[src/rtl/serial_to_parallel_buffer.sv]
// Purpose : collects WIDTH serial bits (one per enable strobe) into a word and queues it in a DEPTH-entry FIFO.
// Latency : a completed word is visible on data_out/valid the cycle after its last bit when the queue is empty.
// Backpres: consumer stalls via out_ready=0; a word completing into a full queue without a same-edge pop is dropped and overflow sticks.
//
// Ports:
//   clk, rst            - clock and asynchronous active-high reset
//   enable, data_in     - bit strobe and serial bit
//   clear               - synchronous discard of the partial word, also clears overflow
//   out_ready           - consumer accepts the head word
//   data_out, valid     - head-of-queue word (0 when empty) and queue non-empty flag
//   level, bit_count    - queued word count and bits in the partial word
//   overflow            - sticky word-dropped flag
module serial_to_parallel_buffer #(
  parameter int WIDTH     = 8,
  parameter int DEPTH     = 2,
  parameter bit MSB_FIRST = 1'b1
) (
  input  logic                      clk,
  input  logic                      rst,
  input  logic                      enable,
  input  logic                      data_in,
  input  logic                      clear,
  input  logic                      out_ready,
  output logic [WIDTH-1:0]          data_out,
  output logic                      valid,
  output logic [$clog2(DEPTH):0]    level,
  output logic [$clog2(WIDTH)-1:0]  bit_count,
  output logic                      overflow
);

  localparam int AW = $clog2(DEPTH);
  localparam int CW = $clog2(WIDTH);
  localparam int LW = AW + 1;

  logic [WIDTH-1:0] sr;
  logic [WIDTH-1:0] sr_next;
  logic [WIDTH-1:0] mem [DEPTH];
  logic [AW-1:0]    wr_ptr;
  logic [AW-1:0]    rd_ptr;

  logic complete;
  logic full;
  logic pop;
  logic push;
  logic ovf_set;

  // Shift register value including the bit sampled on this edge; this is
  // also the word written into the queue when the word completes.
  always_comb begin
    sr_next = sr;
    if (MSB_FIRST) sr_next = {sr[WIDTH-2:0], data_in};
    else           sr_next = {data_in, sr[WIDTH-1:1]};
  end

  assign complete = enable && !clear && (bit_count == CW'(WIDTH - 1));
  assign full     = (level == LW'(DEPTH));
  assign valid    = (level != '0);
  assign pop      = valid && out_ready;
  // A full queue still accepts a word when the head leaves on the same edge.
  assign push     = complete && (!full || pop);
  assign ovf_set  = complete && full && !pop;

  assign data_out = valid ? mem[rd_ptr] : '0;

  always_ff @(posedge clk or posedge rst) begin
    if (rst) begin
      sr        <= '0;
      bit_count <= '0;
      overflow  <= 1'b0;
      wr_ptr    <= '0;
      rd_ptr    <= '0;
      level     <= '0;
    end else begin
      if (clear) begin
        sr        <= '0;
        bit_count <= '0;
        overflow  <= 1'b0;
      end else if (enable) begin
        sr        <= sr_next;
        bit_count <= complete ? '0 : bit_count + 1'b1;
        if (ovf_set) overflow <= 1'b1;
      end

      // Pointers wrap naturally since DEPTH is a power of two; level keeps
      // full and empty distinct when the pointers are equal.
      if (push) wr_ptr <= wr_ptr + 1'b1;
      if (pop)  rd_ptr <= rd_ptr + 1'b1;

      case ({push, pop})
        2'b10:   level <= level + 1'b1;
        2'b01:   level <= level - 1'b1;
        default: level <= level;
      endcase
    end
  end

  // Storage needs no reset: valid gates data_out until a slot is written.
  always_ff @(posedge clk) begin
    if (push) mem[wr_ptr] <= sr_next;
  end

endmodule

[config.mk]
export PLATFORM = sky130hd
export DESIGN_NAME = serial_to_parallel_buffer
export DESIGN_NICKNAME = d
export VERILOG_FILES = /design/src/rtl/serial_to_parallel_buffer.sv
export SDC_FILE = /design/constraint.sdc
export NUM_CORES = 1
export LEC_CHECK = 0
export CORE_ASPECT_RATIO = 1.2
export CORE_MARGIN = 1.5
export CORE_UTILIZATION = 40
export DETAILED_ROUTE_END_ITERATION = 12
export PLACE_DENSITY = 0.65
export SYNTH_ARGS = -nofsm -noshare
export SYNTH_HDL_FRONTEND = slang
export SYNTH_SLANG_ARGS = --single-unit
[constraint.sdc]
create_clock -name clk -period 2.3 [get_ports clk]
set_input_delay 0.69 -clock clk [delete_from_list [all_inputs] [get_ports clk]]
set_output_delay 0.69 -clock clk [all_outputs]
set_load 0.05 [all_outputs]
Word level (Yosys, flattened, before mapping)
Memories as Yosys holds them, arrays and structs flattened.
Index checks and enable logic that the tools add are counted.

storage, ports and cells
  logic and storage cells = 43
  RAM bits = 16
  output and inout port bits = 15
  register bits = 15
  memories kept = 1

memory list
  name  depth  width  read ports  clocked after memory_dff  wr ports  line  source
  mem   2      8      1           0                         1         37    logic [WIDTH-1:0] mem [DEPTH];

cells by class
  muxes and demuxes = 12
  reductions and logical operators = 15
  equality and inequality tests = 4
  add/sub/neg operators = 5

operators by type and width
  cell                 count
  $mux 7               2
  $mux 3               3
  $mux 8               1
  $reduce_bool 2->1    4
  $logic_and 1x1->1    6
  $mux 1               5
  $eq 2x2->1 const B   2
  $pmux 2 s2           1
  $add 3x1->3 const B  1
  $eq 3x3->1 const B   1
  $logic_not 1->1      3
  $add 1x1->1 const B  2
  $add 2x1->2 const B  1
  $eq 2x1->1 const B   1
  $reduce_and 2->1     1
  $sub 2x1->2 const B  1
  $logic_or 1x1->1     1

Longest topological paths before layout
  depth after elaboration = 8
  mapped depth = 9

Worst setup path before layout
Ideal clock, no wire load.

  path type = flip-flop to flip-flop
  from = register bit_count[0]
  to = memory mem[1][0], enable pin
  buffers on the path = 1
  data required time = 1930 ps
  arrival = 1912 ps
  path slack = 17 ps
  setup time = 370 ps
  period minus slack after synthesis = 2283 ps
  stages on the path, launching flop included = 7
  cell sequence = dfrtp_1 -> ha_1 -> ha_1 -> nand2_1 -> or3_1 -> buf_2 -> nor2_1

between the ends
  longest elaborated chain between the ends = 5

ends and longest elaborated chain
  element                       line  source
  start, declared               27    output logic [$clog2(WIDTH)-1:0] bit_count,
  start signal, assigned        80    bit_count <= complete ? '0 : bit_count + 1'b1;
  $eq 3x3->1                    55    assign complete = enable && !clear && (bit_count == CW'(WIDTH - 1));
  $logic_and 1x1->1             55
  $logic_and 1x1->1             60    assign push = complete && (!full || pop);
  $mux 1                        99    if (push) mem[wr_ptr] <= sr_next;
  $mux 1 (not written as such)  99
  end, declared                 37

No other way between the ends.

Worst setup path in the final report
  from = register bit_count[0]
  to = output port bit_count[0]

No word-level cell between the ends.

==> summary.md <==
| Metric | Value |
|---|---|
| Run status | finished clean |
| Period utilization | 97.23% |
| Total power density per cell area | 1031 nW/um2 |
| Worst supply voltage drop on vdd | 0.0006133 V |
| Most used cells in the layout excluding fill and tap cells | nor2_1 (21), mux2i_1 (16), edfxtp_1 (16) |
| Root buffer cell | clkbuf_4 |
| Top area cells in the synthesized netlist | edfxtp_1 (37%), dfrtp_1 (29%), mux2i_1 (12%), nor2_1 (6.1%), ha_1 (2.9%) |
| Core Region | 3055 um2 |
| Path type of the worst setup path | reg -> out |
| All-Layer GR Usage | 14.84% |
| Post-route cell area | 1683 um2 |
| Setup TNS | 0 ns |
| Via-per-instance ratio | between 4 and 5 |
| Fraction of layout cells with a size suffix above 1 | 20.97% |
| Clock Skews | between 0.009 and 0.01 ns |
| TritonCTS Sinks | 31 |
| Post-synth net total | about 100 |
| Die area | 3556 um2 |
| Slack of the critical path | 0.06366 ns |
| Gate family responsible for the most delay along the worst path | buffers and inverters |
| Leading cell type in the layout, fill and taps excluded | nor2_1 |
| Area Overhead vs Synth | 31.22% |
| Data required time of the critical path | 1.61 ns |
| Number of distinct library cells after synthesis | 19 |
| Routed wirelength normalized by instance count | 12.81 um |
| Critical Path Fanout Max | 4 |
| Number of warnings reported in the yosys synthesis log | 0 |
| Cell taking the most area after synthesis | edfxtp_1 |
| Ant. Diodes | 0 |
| Final instance count without filler cells | 160 |
| Total count of hold-check failures in the final report | 0 |
| Highest Clock Rate | around 450 MHz |
| Total setup buffers inserted after CTS | 0 |
| First-pass DRT Iterations | 4 |
| Clock insertion delay at the later pin of the skew report | 0.34 ns |
| Row count | 22 |
| Effective utilization at floorplan | 41.97% |
| CP Data Arrival Time | 1.55 ns |
| Cell-by-cell listing of the critical path | clkdlybuf4s50_1 |
| Final HPWL from detailed placement | about 1400 um |
| Share of the yosys chip area belonging to registers | 66.73% |
| Number of hold buffers added after cts | 0 |
| Via count of the first global-routing pass | 781 |
| Delay of the slowest critical-path stage | 0.82 ns |
| Leak pwr | 0.0007608 uW |
| Number of cells produced by synthesis | 95 |
| Cell count after placement | roughly 150 |
| GRT overflow | 0 |
| Pre-CTS setup slack | -0.09047 ns |
| Wire length of the first global-routing pass | 3422 um |
| FF+latch count, synth | 31 |
| Number of buffers created by CTS | 5 |
| Worst min-delay path category | reg -> reg |
| Setup-failing EPs final | 0 |
| Area of placed instances | about 1600 um2 |
| Vias | 785 |
| Number of buffers on the longest clock path | 2 |
| Buffers & Inverters on Critical Path | 1 |
| Vertical die dimension | approximately 65 um |
| H-tree levels | 2 |
| Final net count | 132 |
| Setup repair after global routing missed its margin | false |
| Clock tree from TritonCTS | built |
| Sort of element at the end of the critical path | primary output |
| Startpoint type of the worst setup path | flop |
| Time the final worst path needs with I/O delays and setup | 2.236 ns |
| Total of buffers placed on input and output ports | 20 |
| Antenna Violating Nets Remaining | 0 |
| Transition time of the tightest slew-check pin | approximately 0.57 ns |
| Total Routed Length | a little over 2000 um |
| Cell area after synthesis | around 1300 um2 |
| Portion of synthesized cell area occupied by the leading cell type | 37.46% |
| Die X | 54.69 um |
| CTS clk-pin slew, worst paths | 0.10 ns |
| Post-Syn Area per Cell | about 13 um2 |
| Final RePlAce weighted congestion | 0.7162 |
| Number of DRC markers in iteration 0 | 23 |
| Largest net degree at the start of global routing | 16 |
| MaxCap Viol Count | 0 |
| Max stage delay cell, worst path | clkdlybuf4s50_1 |
| Remaining max-slew budget at the tightest pin | 61.94% |
| Antenna violations before repair | 0 |
| Num ports | 21 |
| Number of remaining DRC errors | 0 |
| Final count of pins violating max slew | 0 |
## synthesized netlist by cell type, drive strengths merged
| library cell | n |
|---|---|
| nand3b | 1 |
| or3 | 1 |
| a31oi | 1 |
| edfxtp | 16 |
| buf | 3 |
| nand2 | 2 |
| nor3b | 2 |
| inv | 4 |
| xnor2 | 3 |
| nor2b | 1 |
| ha | 3 |
| clkbuf | 1 |
| xor2 | 2 |
| nor2 | 22 |
| dfrtp | 15 |
| a21oi | 2 |
| mux2i | 16 |
## where the power goes
part,switching (uW),leakage [uW],internal (uW)
Sequential,80.3,0.000360,616
Combinational,422,0.000366,323
Clock,179,0.0000347,113
## cell families after synthesis
group / count (synthesis) / share of synthesized area [%]
buf+inv: 8 / 2.633
simple gates: 29 / 9.953
xor+xnor: 5 / 4.001
mux: 16 / 12.49
flops: 31 / 66.73
fa+ha+maj: 3 / 2.927
compound gates: 3 / 1.269
## worst paths after layout
| path | start | end | slack, ns | cells past startpoint |
|---|---|---|---|---|
| setup / recovery | bit_count[0]$_DFFE_PP0P_ | bit_count[0] | 0.06 | 1 |
| hold / removal | sr[6]$_DFFE_PP0P_ | mem[1][7]$_DFFE_PP_ | 0.49 | 0 |
| setup reg to reg | bit_count[0]$_DFFE_PP0P_ | level[1]$_DFFE_PP0P_ | 0.40 | 7 |
| hold reg to reg | sr[6]$_DFFE_PP0P_ | mem[1][7]$_DFFE_PP_ | 0.49 | 0 |
| max in group asynchronous | rst | rd_ptr$_DFFE_PP0P_ | 1.18 | 2 |
| min in group asynchronous | rst | overflow$_DFFE_PP0P_ | 0.71 | 2 |
## through the flow
step,power [uW],hold slack (ns),util [%]
detailed placement,1453,0.4565,53.07
CTS,1747,0.4915,54.79
floorplan,1137,0.4414,-
finish,1734,0.4903,55.08
global route,1821,0.5242,55.08
global placement,1440,0.4539,53.07
## metal layers
metal / up-vias / GRT usage, % / share of wire [%]
li1: 378 / - / -
met1: 379 / 15.89 / 39
met2: 21 / 23.21 / 53
met3: 7 / 4.147 / 4.1
met4: 0 / 12.19 / 3.7
met5: - / 0 / 0
## registers in the layout, summed over array words and instances (netlist names)
name,cells
bit_count,3
level,2
overflow,1
sr,7
mem,16
rd_ptr,1
wr_ptr,1
## timing repair
item | in CTS | in global routing
hold endpoints to repair | 0 | 0
setup endpoints to repair | 0 | 2
gates resized for setup | 0 | 3
## area by class of cell
type                       count  area (um2)
clock buffer                   5       37.54
clock inverter                 3       15.01
fill                         257        1373
inverter                       4       15.01
multi-input combinational     56       397.9
sequential                    31       857.1
tap                           36       45.04
timing repair buffer          25       315.3
Note: power is estimated with default switching activity, not from simulation.
